## config.mk

```make
export PLATFORM = sky130hd
export DESIGN_NAME = player_motion_controller_flat
export DESIGN_NICKNAME = d
export VERILOG_FILES = /design/src/rtl/game_pkg.sv /design/src/rtl/player_motion_controller_if.sv /design/src/rtl/axis_step_clamp.sv /design/src/rtl/player_motion_controller.sv /design/src/flat_wrapper.sv
export SDC_FILE = /design/constraint.sdc
export NUM_CORES = 1
export LEC_CHECK = 0
export BUFFER_PORTS_ARGS = -buffer_cell sky130_fd_sc_hd__buf_2
export CAP_MARGIN = 20
export CORE_UTILIZATION = 44
export CTS_CLUSTER_SIZE = 12
export DETAILED_ROUTE_END_ITERATION = 8
export GPL_TIMING_DRIVEN = 0
export PLACE_DENSITY_LB_ADDON = 0.05
export SETUP_SLACK_MARGIN = 0.15
export SLEW_MARGIN = 20
export SYNTH_ARGS = -nofsm -noshare
export SYNTH_HDL_FRONTEND = slang
export SYNTH_HIERARCHICAL = 1
export SYNTH_SLANG_ARGS = --single-unit
```

## constraint.sdc

```tcl
create_clock -name clk_25mHz -period 3.7 [get_ports clk_25mHz]
set_clock_uncertainty 0.05 [all_clocks]
set_input_delay 0.37 -clock clk_25mHz [delete_from_list [all_inputs] [get_ports clk_25mHz]]
set_output_delay 0.37 -clock clk_25mHz [all_outputs]
set_load 0.005 [all_outputs]
```

## src/rtl/game_pkg.sv

```systemverilog
// rtl/game_pkg.sv - shared video geometry, box sizes, colours and sequencer states
package game_pkg;

  localparam int VIDEO_WIDTH         = 640;
  localparam int VIDEO_HEIGHT        = 480;
  localparam int PLAYER_HALF_DEFAULT = 25;
  localparam int TARGET_HALF_DEFAULT = 30;

  localparam logic [11:0] PLAYER_COLOUR = 12'h0F0;
  localparam logic [11:0] TARGET_COLOUR = 12'hF00;
  localparam logic [11:0] BG_COLOUR     = 12'h000;

  typedef enum logic [1:0] {
    IDLE  = 2'd0,
    LATCH = 2'd1,
    MOVE  = 2'd2,
    CHECK = 2'd3
  } motion_state_t;

  function automatic logic signed [10:0] abs11(input logic signed [10:0] v);
    return v[10] ? -v : v;
  endfunction

endpackage

```

## src/rtl/player_motion_controller_if.sv

```systemverilog
// rtl/player_motion_controller_if.sv - frame strobe, buttons, target and player/score outputs
interface player_motion_controller_if #(
  parameter int SCORE_W = 16
);
  logic               screenEnd;
  logic               BTNU;
  logic               BTND;
  logic               BTNL;
  logic               BTNR;
  logic [9:0]         target_x;
  logic [8:0]         target_y;
  logic [9:0]         player_x;
  logic [8:0]         player_y;
  logic               hit;
  logic [SCORE_W-1:0] score;
  logic               busy;

  modport master (
    output screenEnd, BTNU, BTND, BTNL, BTNR, target_x, target_y,
    input  player_x, player_y, hit, score, busy
  );

  modport slave (
    input  screenEnd, BTNU, BTND, BTNL, BTNR, target_x, target_y,
    output player_x, player_y, hit, score, busy
  );
endinterface

```

## src/rtl/axis_step_clamp.sv

```systemverilog
// rtl/axis_step_clamp.sv - one axis of the per-frame move: step by speed, clamp to [lo, hi]
module axis_step_clamp #(
  parameter int W     = 10,
  parameter int SPD_W = 4
) (
  input  logic [W-1:0]     pos,
  input  logic [SPD_W-1:0] speed,
  input  logic             inc,
  input  logic             dec,
  input  logic [W-1:0]     lo,
  input  logic [W-1:0]     hi,
  output logic [W-1:0]     next_pos
);

  logic signed [10:0] pos_s;
  logic signed [10:0] spd_s;
  logic signed [10:0] lo_s;
  logic signed [10:0] hi_s;
  logic signed [10:0] stepped;

  // 11-bit signed so a step below zero clamps to lo rather than wrapping high
  always_comb begin
    pos_s   = {{(11-W){1'b0}}, pos};
    spd_s   = {{(11-SPD_W){1'b0}}, speed};
    lo_s    = {{(11-W){1'b0}}, lo};
    hi_s    = {{(11-W){1'b0}}, hi};
    stepped = pos_s;
    if (inc && !dec) begin
      stepped = pos_s + spd_s;
    end else if (dec && !inc) begin
      stepped = pos_s - spd_s;
    end
    if (stepped < lo_s) begin
      next_pos = lo;
    end else if (stepped > hi_s) begin
      next_pos = hi;
    end else begin
      next_pos = stepped[W-1:0];
    end
  end

endmodule

```

## src/rtl/player_motion_controller.sv

```systemverilog
// rtl/player_motion_controller.sv - per-frame player move with speed ramp, wall clamp and target hit scoring
module player_motion_controller
  import game_pkg::*;
#(
  parameter int PLAYER_HALF     = PLAYER_HALF_DEFAULT,
  parameter int TARGET_HALF     = TARGET_HALF_DEFAULT,
  parameter int MAX_SPEED       = 8,
  parameter int ACCEL_FRAMES    = 4,
  parameter int COOLDOWN_FRAMES = 30,
  parameter int SCORE_W         = 16
) (
  input  logic                       clk_25mHz,
  input  logic                       reset,
  player_motion_controller_if.slave  bus
);

  localparam int SPD_W    = $clog2(MAX_SPEED + 1);
  localparam int HELD_W   = $clog2(ACCEL_FRAMES + 1);
  localparam int CD_W     = $clog2(COOLDOWN_FRAMES + 1);
  localparam int HIT_DIST = PLAYER_HALF + TARGET_HALF;

  localparam logic [9:0] X_LO = 10'(PLAYER_HALF);
  localparam logic [9:0] X_HI = 10'(VIDEO_WIDTH - 1 - PLAYER_HALF);
  localparam logic [8:0] Y_LO = 9'(PLAYER_HALF);
  localparam logic [8:0] Y_HI = 9'(VIDEO_HEIGHT - 1 - PLAYER_HALF);

  motion_state_t state;
  motion_state_t state_next;

  // button vectors are ordered {U, D, L, R}
  logic [3:0]         btn_meta;
  logic [3:0]         btn_sync;
  logic [3:0]         dir_q;
  logic               x_inc;
  logic               x_dec;
  logic               y_inc;
  logic               y_dec;
  logic [9:0]         px;
  logic [8:0]         py;
  logic [9:0]         px_next;
  logic [8:0]         py_next;
  logic [SPD_W-1:0]   speed;
  logic [HELD_W-1:0]  held;
  logic [CD_W-1:0]    cooldown;
  logic [SCORE_W-1:0] score_q;
  logic               hit_q;
  logic               frame_start;
  logic               overlap;
  logic signed [10:0] dist_x;
  logic signed [10:0] dist_y;

  always_comb begin
    state_next  = state;
    frame_start = 1'b0;
    unique case (state)
      IDLE: begin
        if (bus.screenEnd) begin
          state_next  = LATCH;
          frame_start = 1'b1;
        end
      end
      LATCH:   state_next = MOVE;
      MOVE:    state_next = CHECK;
      CHECK:   state_next = IDLE;
      default: state_next = IDLE;
    endcase
  end

  always_ff @(posedge clk_25mHz) begin
    if (reset) begin
      state <= IDLE;
    end else begin
      state <= state_next;
    end
  end

  axis_step_clamp #(.W(10), .SPD_W(SPD_W)) u_step_x (
    .pos      (px),
    .speed    (speed),
    .inc      (x_inc),
    .dec      (x_dec),
    .lo       (X_LO),
    .hi       (X_HI),
    .next_pos (px_next)
  );

  axis_step_clamp #(.W(9), .SPD_W(SPD_W)) u_step_y (
    .pos      (py),
    .speed    (speed),
    .inc      (y_inc),
    .dec      (y_dec),
    .lo       (Y_LO),
    .hi       (Y_HI),
    .next_pos (py_next)
  );

  assign dist_x  = $signed({1'b0, px}) - $signed({1'b0, bus.target_x});
  assign dist_y  = $signed({2'b00, py}) - $signed({2'b00, bus.target_y});
  assign overlap = (abs11(dist_x) < 11'(HIT_DIST)) && (abs11(dist_y) < 11'(HIT_DIST));

  always_ff @(posedge clk_25mHz) begin
    if (reset) begin
      btn_meta <= '0;
      btn_sync <= '0;
      dir_q    <= '0;
      x_inc    <= 1'b0;
      x_dec    <= 1'b0;
      y_inc    <= 1'b0;
      y_dec    <= 1'b0;
      px       <= 10'd320;
      py       <= 9'd240;
      speed    <= SPD_W'(1);
      held     <= '0;
      cooldown <= '0;
      score_q  <= '0;
      hit_q    <= 1'b0;
    end else begin
      btn_meta <= {bus.BTNU, bus.BTND, bus.BTNL, bus.BTNR};
      btn_sync <= btn_meta;
      hit_q    <= 1'b0;

      if (frame_start) begin
        dir_q <= btn_sync;
      end

      // opposing buttons cancel here, so the speed ramp sees them as released
      if (state == LATCH) begin
        x_inc <= dir_q[0] & ~dir_q[1];
        x_dec <= dir_q[1] & ~dir_q[0];
        y_inc <= dir_q[2] & ~dir_q[3];
        y_dec <= dir_q[3] & ~dir_q[2];
      end

      if (state == MOVE) begin
        px <= px_next;
        py <= py_next;
        if (x_inc | x_dec | y_inc | y_dec) begin
          if (held == HELD_W'(ACCEL_FRAMES - 1)) begin
            held <= '0;
            if (speed != SPD_W'(MAX_SPEED)) begin
              speed <= speed + 1'b1;
            end
          end else begin
            held <= held + 1'b1;
          end
        end else begin
          speed <= SPD_W'(1);
          held  <= '0;
        end
      end

      if (state == CHECK) begin
        if (overlap && (cooldown == '0)) begin
          hit_q    <= 1'b1;
          cooldown <= CD_W'(COOLDOWN_FRAMES);
          if (~&score_q) begin
            score_q <= score_q + 1'b1;
          end
        end else if (cooldown != '0) begin
          cooldown <= cooldown - 1'b1;
        end
      end
    end
  end

  assign bus.player_x = px;
  assign bus.player_y = py;
  assign bus.hit      = hit_q;
  assign bus.score    = score_q;
  assign bus.busy     = (state != IDLE);

endmodule
```

## src/flat_wrapper.sv

```systemverilog
// flat-port wrapper written by rule: the top's interface ports become plain ports
module player_motion_controller_flat import game_pkg::*;
#(
  parameter int PLAYER_HALF     = PLAYER_HALF_DEFAULT,
  parameter int TARGET_HALF     = TARGET_HALF_DEFAULT,
  parameter int MAX_SPEED       = 8,
  parameter int ACCEL_FRAMES    = 4,
  parameter int COOLDOWN_FRAMES = 30,
  parameter int SCORE_W         = 16
)
  (clk_25mHz, reset, bus_screenEnd, bus_BTNU, bus_BTND, bus_BTNL, bus_BTNR, bus_target_x, bus_target_y, bus_player_x, bus_player_y, bus_hit, bus_score, bus_busy);
  player_motion_controller_if #(.SCORE_W(SCORE_W)) bus_i ();
  input  logic clk_25mHz;
  input  logic reset;
  input wire logic [$bits(bus_i.screenEnd)-1:0] bus_screenEnd;
  input wire logic [$bits(bus_i.BTNU)-1:0] bus_BTNU;
  input wire logic [$bits(bus_i.BTND)-1:0] bus_BTND;
  input wire logic [$bits(bus_i.BTNL)-1:0] bus_BTNL;
  input wire logic [$bits(bus_i.BTNR)-1:0] bus_BTNR;
  input wire logic [$bits(bus_i.target_x)-1:0] bus_target_x;
  input wire logic [$bits(bus_i.target_y)-1:0] bus_target_y;
  output wire logic [$bits(bus_i.player_x)-1:0] bus_player_x;
  output wire logic [$bits(bus_i.player_y)-1:0] bus_player_y;
  output wire logic [$bits(bus_i.hit)-1:0] bus_hit;
  output wire logic [$bits(bus_i.score)-1:0] bus_score;
  output wire logic [$bits(bus_i.busy)-1:0] bus_busy;
  assign bus_i.screenEnd = bus_screenEnd;
  assign bus_i.BTNU = bus_BTNU;
  assign bus_i.BTND = bus_BTND;
  assign bus_i.BTNL = bus_BTNL;
  assign bus_i.BTNR = bus_BTNR;
  assign bus_i.target_x = bus_target_x;
  assign bus_i.target_y = bus_target_y;
  assign bus_player_x = bus_i.player_x;
  assign bus_player_y = bus_i.player_y;
  assign bus_hit = bus_i.hit;
  assign bus_score = bus_i.score;
  assign bus_busy = bus_i.busy;
  player_motion_controller #(.PLAYER_HALF(PLAYER_HALF), .TARGET_HALF(TARGET_HALF), .MAX_SPEED(MAX_SPEED), .ACCEL_FRAMES(ACCEL_FRAMES), .COOLDOWN_FRAMES(COOLDOWN_FRAMES), .SCORE_W(SCORE_W)) u_core (.clk_25mHz(clk_25mHz), .reset(reset), .bus(bus_i));
endmodule
```

Word level (Yosys, flattened, before mapping)
Cells that the tools add are included.
W data, S select, Z words.
{ "totals": {"ff_bits": 66, "elab_cells": 96, "inputBits": 26} }
{ "op_classes": {"addsub": 12, "muxes": 22, "n_lt_le_gt_ge": 6, "reduce_logical": 20, "eq_ne": 8, "bitwise": 13} }
{ "op_table": {"columns": ["operator", "n"], "rows": [
  ["$mux W11", 6],
  ["$lt A11 B6 Y1 const B", 2],
  ["$lt A11 B7 Y1 const B", 2],
  ["$neg A11 Y11", 2],
  ["$mux W10", 2],
  ["$mux W9", 2],
  ["$add A16 B1 Y16 const B", 1],
  ["$reduce_and A16 Y1", 1],
  ["$mux W4", 3],
  ["$add A10 B4 Y11", 1],
  ["$gt A11 B10 Y1 const B", 1],
  ["$gt A11 B11 Y1 const B", 1],
  ["$sub A10 B10 Y11", 1],
  ["$sub A10 B4 Y11", 1],
  ["$add A9 B4 Y10", 1],
  ["$mux W5", 2],
  ["$sub A9 B4 Y10", 1],
  ["$sub A9 B9 Y10", 1],
  ["$pmux W2 S4", 1],
  ["$logic_and A1 B1 Y1", 6],
  ["$mux W3", 2],
  ["$ne A2 B2 Y1 const B", 3],
  ["$not A1 Y1", 6],
  ["$reduce_and A3 Y1", 2],
  ["18 further kinds", 30]
]} }

Logic depth before layout (Yosys ltp)
Gate-level depths: netlist of run 1.
{ "logic_depth": {"word_depth": 8, "mapped_depth": 18, "ltp_nobuf": 17} }

By module
The synthesis of run 1 kept the hierarchy.
{ "by_module_without_submodules": {"columns": ["mod", "area_per_inst_um2", "instances", "cells_per_inst"], "rows": [
  ["player_motion_controller", 4388.0, 1, 531],
  ["axis_step_clamp (u_core.u_step_x)", 1406.3, 1, 197],
  ["axis_step_clamp (u_core.u_step_y)", 1295.0, 1, 170]
]} }

Worst setup path before layout of run 1
OpenSTA, ideal clock, no wires.
{ "synth_timing": {"path_type": "flip-flop to flip-flop", "from": "reg u_core.speed[3]", "to": "reg u_core.py[1], in the netlist u_core/bus.player_y[1]", "arrival_ps": 3767, "setup_time_ps": 128, "stages_incl_launch_ff": 18, "n_path_buf": 1, "required_time_ps": 3522, "path_slack_ps": -245, "period_less_slack_ps": 3945, "cell_sequence": "dfxtp_1 inv_1 ha_1 or4b_1 or3_1 a21oi_1 o21ai_0 and2_1 ha_1 and3_1 a221o_1 a41oi_1 o21a_1 buf_4 mux2i_1 mux2i_1 mux2i_1 nor2_1"} }
{ "synth_between": {"elab_chain_cells": 6} }
{ "synth_lines": {"columns": ["item", "line_no", "source"], "rows": [
  ["start: declaration", "player_motion_controller.sv:42", "logic [SPD_W-1:0] speed;"],
  ["start signal: assignment", "player_motion_controller.sv:141", "speed <= speed + 1'b1;"],
  ["$sub A9 B4 Y10", "axis_step_clamp.sv:31", "stepped = pos_s - spd_s;"],
  ["$mux W11", "axis_step_clamp.sv:30", "end else if (dec && !inc) begin"],
  ["$mux W11 (*)", "axis_step_clamp.sv:28", "if (inc && !dec) begin"],
  ["$gt A11 B10 Y1", "axis_step_clamp.sv:35", "end else if (stepped > hi_s) begin"],
  ["$mux W9", "axis_step_clamp.sv:35", null],
  ["$mux W9 (*)", "axis_step_clamp.sv:33", "if (stepped < lo_s) begin"],
  ["net u_core.py_next[1]", "player_motion_controller.sv:41", "logic [8:0] py_next;"],
  ["end signal: assignment", "player_motion_controller.sv:136", "py <= py_next;"],
  ["end: declaration", "player_motion_controller.sv:39", "logic [8:0] py;"]
]} }
Mark *: on every way through the listed nets, which the timed path passes. The rest lies on a longest branch.
A chain may end at the register's enable or synchronous reset.

Final worst setup path of run 1
{ "layout_timing": {"from": "reg u_core.px[0], in the netlist u_core/bus.player_x[0]", "to": "reg u_core.px[6], in the netlist u_core/bus.player_x[6]"} }
{ "layout_between": {"elab_chain_cells": 6} }
{ "layout_lines": {"columns": ["item", "line_no", "source"], "rows": [
  ["start: declaration", "player_motion_controller.sv:38", "logic [9:0] px;"],
  ["start signal: assignment", "player_motion_controller.sv:135", "px <= px_next;"],
  ["$sub A10 B4 Y11", "axis_step_clamp.sv:31", null],
  ["$mux W11", "axis_step_clamp.sv:30", null],
  ["$mux W11 (*)", "axis_step_clamp.sv:28", null],
  ["$gt A11 B11 Y1", "axis_step_clamp.sv:35", null],
  ["$mux W10", "axis_step_clamp.sv:35", null],
  ["$mux W10 (*)", "axis_step_clamp.sv:33", null],
  ["net u_core.px_next[6]", "player_motion_controller.sv:40", "logic [9:0] px_next;"]
]} }
Marked as above.

==> run_results.csv, run 1 <==
group,metric,value,unit
final_layout,fin_nets,1201,
logic_synthesis,yosysWarnings,6,
power_and_ir_drop,p_total,4546,uW
route,vias_per_cell,5.494,
floorplan,die_area,16620,um2
global_route,grt_pass1_vias,6541,
clocking,clk_pin_slew,60,ps
global_route,grt.total_usage,0.2432,
clocking,cts_buffer_depth,2,
setup_path,end_kind,"flop",
timing,min_period_over_period,1.030,
route,drtIter0Drc,248,
timing,maxSlewViolCount,0,
placement,gp_congestion,0.8624,
run,cap_violations,0,
route,wl_per_cell,15.71,um
final_layout,fin_util,0.6225,
timing,grt_setup_unrepaired,"yes",
timing,period_minus_slack,3812,ps
route,wirelength,20.54,mm
clocking,cts_sinks,66,
min_path,hold_class,"in2reg",
floorplan,rows,46,
logic_synthesis,synthCells,898,
route,drc_errors,0,
run_status,status,"finished with violations",
timing,tns,-1003,ps
logic_synthesis,synthFlopType,"dfxtp_1",
floorplan,dieWidth,128.9,um
logic_synthesis,yosysSeqAreaShare,0.1864,
logic_synthesis,syn_area,7089,um2
final_layout,final_cell_mix,"84 x inv_1, 64 x buf_2, 64 x ha_1",
timing,fmax,262.3,MHz
logic_synthesis,synthArstFlopShare,0,
placement,placed_cells,1233,
logic_synthesis,synth-edff-count,0,
final_layout,area_growth,38.99,%
logic_synthesis,synth_area_per_cell,7.895,um2
final_layout,fin_area,9853,um2
route,postRouteAntennaNets,0,
clocking,cts_buffers,9,
clocking,cts_tree,"done",
final_layout,num_antenna_cells,0,
setup_path,cp_max_fo,6,
global_route,overflow,0,
timing,fin_ws,-112.3,ps
power_and_ir_drop,max-vdd-ir-drop,230.3,uV
clocking,htree_levels,3,
route,via_count,7181,
final_layout,mostFrequentLayoutCell,"inv_1",
global_route,antenna_found_initial,0,
power_and_ir_drop,pwr_density_cell,461.4,nW/um2
route,drt-pass1-iter-count,4,
global_route,grt_max_degree,14,
clocking,cts_hold_buf,0,
placement,post_dp_cell_area,8046,um2
run_status,violations,"setup timing",
timing,setup_viol,23,
timing,relSlewSlack,0.1590,
setup_path,startpoint_type,"flop",
logic_synthesis,synth.lib_cells_used.distinct,91,
power_and_ir_drop,leakage,0.004202,uW
logic_synthesis,synth-seq-cells,66,
clocking,insertion_delay,330,ps
floorplan,start_util,0.4479,
floorplan,io_pins,63,
setup_path,required,3860,ps
clocking,cts_root_buf,"clkbuf_16",
setup_path,critPathKind,"reg2reg",
final_layout,final_cells,1307,
setup_path,worstSetupStartpoint,"u_core/bus.player_x[0]$_SDFFE_PP0P_",
global_route,grt_pass1_wl,32.36,mm
floorplan,core_area,15830,um2
min_path,hold_start,"bus_BTNU",
floorplan,die_h,128.9,um
setup_path,worstPathArrival,3980,ps
timing,finalHoldViolations,0,
placement,dp_hpwl,14.40,mm
placement,numPortBuffers,61,
setup_path,r2r_start,"u_core/bus.player_x[0]$_SDFFE_PP0P_",
final_layout,drive_gt1_frac,0.3153,
timing,tightest_slew,1244,ps
[cells in the mapped netlist, types with 15 or more instances]
library cell | n | area [um2]
nor3_1 | 15 | 75.07
nand2_1 | 44 | 165.2
inv_1 | 92 | 345.3
nor2b_1 | 33 | 206.5
a21oi_1 | 62 | 310.3
dfxtp_1 | 66 | 1321
mux2i_1 | 32 | 320.3
ha_1 | 83 | 1039
nand3_1 | 25 | 125.1
nor2_1 | 58 | 217.7
a31oi_1 | 17 | 106.4
and2_1 | 15 | 93.84
nand2b_1 | 15 | 93.84
o21ai_0 | 38 | 190.2
[what timing repair did]
item | 4_1_cts | 5_1_grt
cloned | 1 | 2
setup endpoints to repair | 39 | 40
pin swaps | 85 | 75
resized for setup | 131 | 80
buffers inserted | 39 | 16
hold endpoints to repair | 0 | 0
[report_power, final]
| part | leakage [uW] | internal, uW | switching [uW] | total [uW] |
|---|---|---|---|---|
| sequential | 0.000545 | 782 | 164 | 946 |
| combinational | 0.00351 | 1280 | 1460 | 2730 |
| clock | 0.000150 | 527 | 340 | 867 |
[registers in the layout (all words and copies together) (netlist names)]
register / flops
u_core/y_dec: 1
u_core/x_dec: 1
u_core/btn_meta: 4
u_core/speed: 4
u_core/dir_q: 4
u_core/held: 3
u_core/y_inc: 1
u_core/state: 2
u_core/bus.player_y: 9
u_core/bus.player_x: 10
u_core/x_inc: 1
u_core/bus.score: 16
u_core/btn_sync: 4
u_core/bus.hit: 1
u_core/cooldown: 5
[logic make-up (layout without fill, tap and decap cells)]
group                      after synthesis  count (layout)  synth area share
adders and majority gates               89              89            0.1634
and+or+nand+nor                        291             291            0.2275
DFF                                     66              66            0.1864
xor gates and xnor gates                18              18           0.02436
muxes                                   39              39           0.05736
AOI/OAI and AO/OA                      273             273            0.2706
other                                    2              60          0.001059
buffers and inverters                  120             255           0.06936
[metrics by stage]
stage	worst slack (ps)	hold WS (ps)
global route	-220.9	208.9
CTS	-88.37	191.7
floorplan	31.60	363.8
finish	-112.3	201.9
global placement	-439.0	366.6
detailed placement	-465.0	373.9
[critical path: stages (launching register included)]
cell and delay, ps:
dfxtp_4 420, inv_2 60, ha_4 160, fa_2 360
nor2b_4 140, o21ai_4 90, a32oi_2 260, xnor2_2 140
ha_1 350, o211ai_1 110, o41a_1 450, a2111o_1 420
buf_6 170, a31oi_4 150, a22oi_2 80, a211o_1 300
[worst paths after layout]
path         slack [ps]  cells after the start                                  end
max                -110                     15  u_core/bus.player_x[6]$_SDFFE_PP1P_
min                 200                      2        u_core/btn_meta[3]$_SDFF_PP0_
max reg2reg        -110                     15  u_core/bus.player_x[6]$_SDFFE_PP1P_
min reg2reg         380                      1        u_core/btn_sync[2]$_SDFF_PP0_
[area by class of cell]
cell class | count | area, um2
well taps | 216 | 270.3
inverters | 92 | 350.3
clock buffers | 9 | 225.2
clock inverters | 7 | 78.83
fillers | 1442 | 5974
multi-input cells | 770 | 6569
flip-flops and latches | 66 | 1368
repair buffers | 119 | 810.8
plain buffers | 28 | 181.4
[routing by layer]
metal	vias to the layer above	routed length [um]	GRT usage
li1	3646	-	-
met2	106	9972	0.4283
met5	-	0	0
met1	3408	9766	0.3177
met4	0	287	0.06090
met3	21	512	0.02328
No activity file was read; power rests on OpenSTA's default activity.
==> run 2: changes to the inputs <==
--- a/config.mk
+++ b/config.mk
@@ -5,6 +5,7 @@
 export SDC_FILE = /design/constraint.sdc
 export NUM_CORES = 1
 export LEC_CHECK = 0
+export ABC_AREA = 1
 export BUFFER_PORTS_ARGS = -buffer_cell sky130_fd_sc_hd__buf_2
 export CAP_MARGIN = 20
 export CORE_UTILIZATION = 44
==> run_results.csv, run 2 <==
group,metric,value,unit
setup_path,critPathKind,"reg2reg",
timing,maxSlewViolCount,0,
route,wirelength,19.06,mm
floorplan,core_area,17180,um2
clocking,clk_pin_slew,60,ps
final_layout,drive_gt1_frac,0.1589,
placement,numPortBuffers,62,
min_path,hold_start,"bus_BTNL",
final_layout,fin_nets,1539,
logic_synthesis,yosysWarnings,6,
final_layout,largest_reg_flops,16,
timing,finalHoldViolations,0,
power_and_ir_drop,leakage,0.005044,uW
min_path,hold_end,"u_core/btn_meta[1]$_SDFF_PP0_",
timing,min_period_over_period,0.8916,
logic_synthesis,yosysTopAreaCell,"nand2_1",
logic_synthesis,netlist.area_leader.share,0.1845,
final_layout,num_antenna_cells,0,
floorplan,rows,48,
logic_synthesis,netlist_top_cells_area,"nand2_1 18%, dfxtp_1 17%, ha_1 13%, inv_1 10%, nand3_1 7.1%",
timing,setup_viol,0,
placement,dp_hpwl,15.43,mm
clocking,insertion_delay,320,ps
logic_synthesis,synth_area_per_cell,6.080,um2
global_route,antenna_found_initial,0,
clocking,htree_levels,3,
timing,whs,190.7,ps
route,wl_per_cell,11.53,um
logic_synthesis,yosysMostFrequentCell,"nand2_1",
floorplan,die_area,18060,um2
final_layout,area_growth,19.07,%
min_path,hold_class,"in2reg",
timing,tightest_slew,868.8,ps
route,vias_per_cell,4.687,
global_route,overflow,0,
timing,period_minus_slack,3299,ps
setup_path,worstPathArrival,3440,ps
global_route,grt_pass1_vias,6840,
final_layout,final_cell_mix,"374 x nand2_1, 205 x inv_1, 106 x nand3_1",
run_status,status,"finished clean",
clocking,cts_buffers,9,
logic_synthesis,synthArstFlopShare,0,
logic_synthesis,netlist_top_cells_count,"379 x nand2_1, 208 x inv_1, 109 x nand3_1, 96 x nor2_1, 83 x ha_1",
setup_path,startpoint_type,"flop",
power_and_ir_drop,p_total,6383,uW
global_route,grt.total_usage,0.2172,
logic_synthesis,synth-seq-cells,66,
timing,fmax,303.1,MHz
floorplan,dieWidth,134.4,um
logic_synthesis,synth.lib_cells_used.distinct,55,
setup_path,reg2reg_slack,400,ps
global_route,grt_pass1_wl,32.29,mm
global_route,grt_max_degree,13,
setup_path,required,3840,ps
power_and_ir_drop,max-vdd-ir-drop,316.1,uV
placement,gp_congestion,0.8864,
logic_synthesis,synthFlopType,"dfxtp_1",
setup_path,rr_endpoint,"u_core/bus.player_y[0]$_SDFFE_PP0P_",
min_path,worstHoldPathCells,3,
logic_synthesis,yosysSeqAreaShare,0.1714,
timing,tns,0,ps
floorplan,start_util,0.4489,
timing,relSlewSlack,0.4131,
setup_path,r2r_cells,25,
route,drc_errors,0,
clocking,cts_tree,"done",
logic_synthesis,synthCells,1268,
route,via_count,7753,
clocking,cts_buffer_depth,2,
route,postRouteAntennaNets,0,
floorplan,die_h,134.4,um
clocking,cts_sinks,66,
floorplan,io_pins,63,
setup_path,r2r_start,"u_core/bus.player_y[0]$_SDFFE_PP0P_",
final_layout,mostFrequentLayoutCell,"nand2_1",
timing,grt_setup_unrepaired,"yes",
route,drt-pass1-iter-count,5,
setup_path,end_kind,"flop",
route,drtIter0Drc,305,
power_and_ir_drop,pwr_density_cell,695.3,nW/um2
logic_synthesis,syn_area,7710,um2
run,cap_violations,0,
setup_path,cp_max_fo,9,
logic_synthesis,synth-edff-count,0,
clocking,cts_root_buf,"clkbuf_16",
-- run 2: kinds of logic after synthesis --
logic type	Yosys count	share of synthesized area
AO/OA/AOI/OAI	121	0.08666
XOR/XNOR	23	0.02613
adder cells (fa/ha/maj)	89	0.1503
buffers and inverters	253	0.1392
flip-flops	66	0.1714
other	2	0.0009741
AND/OR/NAND/NOR	714	0.4254
-- run 2: stage by stage --
| stage | utilization | setup WS (ps) | instance area [um2] | instances |
|---|---|---|---|---|
| global placement | 0.4995 | -55.19 | 8579 | 1629 |
| detailed placement | 0.4995 | -108.9 | 8579 | 1629 |
| floorplan | - | 465.4 | 7988 | 1342 |
| CTS | 0.5205 | 154.6 | 8940 | 1645 |
| global route | 0.5345 | 122.9 | 9180 | 1654 |
| finish | 0.5345 | 401.1 | 9180 | 1654 |
-- run 2: final cells by class --
| type | count | area, um2 |
|---|---|---|
| Multi-Input combinational cell | 1023 | 5761 |
| Clock inverter | 6 | 90.09 |
| Timing Repair Buffer | 71 | 377.9 |
| Fill cell | 1828 | 7996 |
| Buffer | 24 | 206.4 |
| Clock buffer | 10 | 239.0 |
| Tap cell | 225 | 281.5 |
| Inverter | 229 | 873.3 |
| Sequential cell | 66 | 1351 |
-- run 2: critical path: stages (launching register included) --
cell and delay [ps]:
dfxtp_4 370, inv_1 50, ha_2 180, fa_2 410
nor2_4 110, o21ai_2 90, nand2_1 60, nand2_1 50
xor2_1 200, inv_1 140, ha_1 330, nand2_1 50
nor2_1 80, nand2_1 60, nand3_1 60, nand2_1 50
nand2_1 70, nand2_2 70, nand2_4 130, nand2_8 80
nand2_1 60, nand2_1 40, nand2_1 50, nand2_1 80
o21ai_0 190, a21oi_1 50
-- run 2: worst max path at each step --
stage | startpoint | to | slack (ps) | depth (start not counted)
finish | u_core/bus.player_y[0]$_SDFFE_PP0P_ | u_core/bus.player_y[0]$_SDFFE_PP0P_ | 400 | 25
CTS | u_core/speed[0]$_SDFFE_PP1P_ | u_core/bus.player_x[0]$_SDFFE_PP0P_ | 150 | 20
global route | u_core/speed[0]$_SDFFE_PP1P_ | u_core/bus.player_x[0]$_SDFFE_PP0P_ | 120 | 20
detailed placement | u_core/speed[1]$_SDFFE_PP0P_ | u_core/bus.player_x[0]$_SDFFE_PP0P_ | -110 | 19
floorplan | u_core/speed[1]$_SDFFE_PP0P_ | u_core/bus.player_x[6]$_SDFFE_PP1P_ | 470 | 19
global placement | u_core/speed[1]$_SDFFE_PP0P_ | u_core/bus.player_x[0]$_SDFFE_PP0P_ | -60 | 19
-- run 2: metal layers --
| metal | wire length (um) | global-route usage | vias up |
|---|---|---|---|
| met3 | 301 | 0.01247 | 18 |
| met2 | 8571 | 0.3564 | 82 |
| li1 | - | - | 4276 |
| met4 | 244 | 0.04994 | 0 |
| met1 | 9946 | 0.3106 | 3377 |
| met5 | 0 | 0 | - |
-- run 2: what timing repair did --
action,4_1_cts,5_1_grt
pin swaps,0,9
buffers inserted,0,9
endpoints found under the setup margin,11,41
gates resized for setup,8,50
hold buffers,0,0
-- run 2: where the power goes --
group,switching [uW],internal [uW],total [uW]
Combinational,2720,1610,4330
Clock,315,608,922
Sequential,269,863,1130
==> run 3: changes to the inputs <==
--- a/config.mk
+++ b/config.mk
@@ -8,7 +8,7 @@
 export ABC_AREA = 1
 export BUFFER_PORTS_ARGS = -buffer_cell sky130_fd_sc_hd__buf_2
 export CAP_MARGIN = 20
-export CORE_UTILIZATION = 44
+export CORE_UTILIZATION = 35
 export CTS_CLUSTER_SIZE = 12
 export DETAILED_ROUTE_END_ITERATION = 8
 export GPL_TIMING_DRIVEN = 0
==> constraint.sdc (replaced) <==
create_clock -name clk_25mHz -period 3.45 [get_ports clk_25mHz]
set_clock_uncertainty 0.05 [all_clocks]
set_input_delay 0.345 -clock clk_25mHz [delete_from_list [all_inputs] [get_ports clk_25mHz]]
set_output_delay 0.345 -clock clk_25mHz [all_outputs]
set_load 0.005 [all_outputs]
==> run_results.csv, run 3 (same netlist as run 2, synthesis figures left out) <==
group,metric,value,unit
floorplan,start_util,0.3622,
min_path,hold_class,"in2reg",
min_path,hold_start,"bus_BTND",
placement,gp_congestion,0.8061,
global_route,antenna_found_initial,0,
final_layout,drive_gt1_frac,0.2561,
timing,min_period_over_period,0.9416,
final_layout,n_fill_cell,2259,
min_path,hold_end,"u_core/btn_meta[2]$_SDFF_PP0_",
timing,fmax,307.8,MHz
route,wl_per_cell,12.25,um
global_route,grt_pass1_vias,7075,
floorplan,die_h,150.4,um
clocking,cts_hold_buf,0,
setup_path,reg2reg_slack,200,ps
run,cap_violations,0,
final_layout,num_antenna_cells,0,
final_layout,multi_input_area,6362,um2
setup_path,critPathKind,"reg2reg",
setup_path,r2r_cells,20,
clocking,cts_tree,"done",
power_and_ir_drop,pwr_density_cell,762.3,nW/um2
final_layout,largest_reg_flops,16,
setup_path,end_kind,"flop",
setup_path,cp_slowest_cell,"dfxtp_4",
final_layout,area_growth,31.65,%
timing,period_minus_slack,3249,ps
route,drt-pass1-iter-count,5,
final_layout,fin_nets,1574,
clocking,clk_pin_slew,60,ps
setup_path,worstPathArrival,3400,ps
route,vias_per_cell,4.587,
clocking,cts_root_buf,"clkbuf_16",
timing,tightest_slew,877.5,ps
setup_path,rr_endpoint,"u_core/bus.player_x[0]$_SDFFE_PP0P_",
route,via_count,7977,
timing,setup_viol,0,
run_status,status,"finished clean",
power_and_ir_drop,max-vdd-ir-drop,241.8,uV
clocking,insertion_delay,330,ps
setup_path,startpoint_type,"flop",
route,drc_errors,0,
final_layout,seq_area,1366,um2
timing,maxSlewViolCount,0,
setup_path,worstSetupStartpoint,"u_core/speed[0]$_SDFFE_PP1P_",
route,wirelength,21.31,mm
route,postRouteAntennaNets,0,
setup_path,crit_path_max_incr_delay,430,ps
floorplan,core_area,21290,um2
setup_path,crit_path_cell_trace,"ha_4, inv_2, fa_2, nor3_4, o21ai_4, o21ai_4, xor2_4, ha_4, a21oi_2, o31a_1, nand2_1, nand2_1, nand2_1, nand2_2, nand2_4, buf_8, nand3_2, nand2_1, o21ai_2, a21oi_1",
final_layout,fin_util,0.4768,
timing,relSlewSlack,0.4073,
floorplan,rows,53,
timing,grt_setup_unrepaired,"yes",
final_layout,final_cell_mix,"336 x nand2_1, 190 x inv_1, 94 x nand3_1",
placement,dp_hpwl,16.37,mm
power_and_ir_drop,p_total,7737,uW
power_and_ir_drop,leakage,0.005291,uW
global_route,grt.total_usage,0.1851,
setup_path,critPathMostFrequentCell,"nand2_1",
final_layout,mostFrequentLayoutCell,"nand2_1",
global_route,overflow,0,
timing,finalHoldViolations,0,
global_route,grt_pass1_wl,33.91,mm
clocking,htree_levels,3,
floorplan,dieWidth,150.4,um
setup_path,r2r_start,"u_core/speed[0]$_SDFFE_PP1P_",
route,drtIter0Drc,357,
global_route,grt_max_degree,14,
setup_path,cp_max_fo,6,
min_path,worstHoldPathCells,3,
clocking,cts_buffers,9,
floorplan,die_area,22630,um2
clocking,cts_sinks,66,
timing,tns,0,ps
floorplan,io_pins,63,
clocking,cts_buffer_depth,2,
placement,numPortBuffers,62,
setup_path,required,3600,ps
==> run 3: worst max-delay path by stage <==
stage                                                     end  slack [ps]
after floorplan           u_core/bus.player_x[6]$_SDFFE_PP1P_         220
after global placement    u_core/bus.player_x[0]$_SDFFE_PP0P_        -330
after detailed placement  u_core/bus.player_x[0]$_SDFFE_PP0P_        -350
after CTS                 u_core/bus.player_x[0]$_SDFFE_PP0P_         120
after global routing      u_core/bus.player_x[0]$_SDFFE_PP0P_          20
final                     u_core/bus.player_x[0]$_SDFFE_PP0P_         200
==> run 3: worst max-delay path: cells and delay by family (launching register included) <==
| family | cells | cell delay, ps |
|---|---|---|
| XOR/XNOR | 1 | 270 |
| AO/OA/AOI/OAI | 6 | 740 |
| adder cells (fa/ha/maj) | 3 | 780 |
| flip-flops | 1 | 430 |
| buffers and inverters | 2 | 170 |
| AND/OR/NAND/NOR | 8 | 660 |
==> run 3: where the power goes <==
group / total (uW) / internal, uW / switching (uW)
registers: 1250 / 935 / 312
logic: 5540 / 2200 / 3340
clock network: 950 / 587 / 364
total: 7740 / 3720 / 4020
==> run 3: metrics by stage <==
step | std cells | setup WS [ps] | area [um2] | hold slack [ps]
finish | 1739 | 201.5 | 10150 | 159.5
global placement | 1679 | -325.9 | 8642 | 341.0
detailed placement | 1679 | -353.4 | 8642 | 341.7
global route | 1739 | 19.98 | 10150 | 161.8
CTS | 1702 | 120.8 | 9144 | 156.4
floorplan | 1342 | 215.4 | 7988 | 338.3
==> run 3: area by class of cell <==
type,count,area share
Inverter,229,0.08728
Tap cell,275,0.03390
Clock inverter,6,0.007027
Multi-Input combinational cell,1026,0.6269
Sequential cell,66,0.1346
Clock buffer,10,0.02355
Timing Repair Buffer,101,0.06410
Timing Repair inverter,2,0.001233
Buffer,24,0.02145
==> run 3: routing by layer <==
metal / routed length, um / GRT usage / share of wire / vias to the layer above
met4: 104 / 0.03333 / 0.0049 / 0
met2: 9795 / 0.3032 / 0.46 / 97
met3: 446 / 0.01697 / 0.021 / 9
met5: 0 / 0 / 0 / -
li1: - / - / - / 4350
met1: 10960 / 0.2634 / 0.51 / 3521
==> run 3: repair_timing <==
action                                  CTS  global route
pin swaps                                 4            88
gates resized for setup                  42           172
hold endpoints to repair                  0             0
endpoints found under the setup margin   37            41
setup buffers                             7            29
cloned                                    0             8
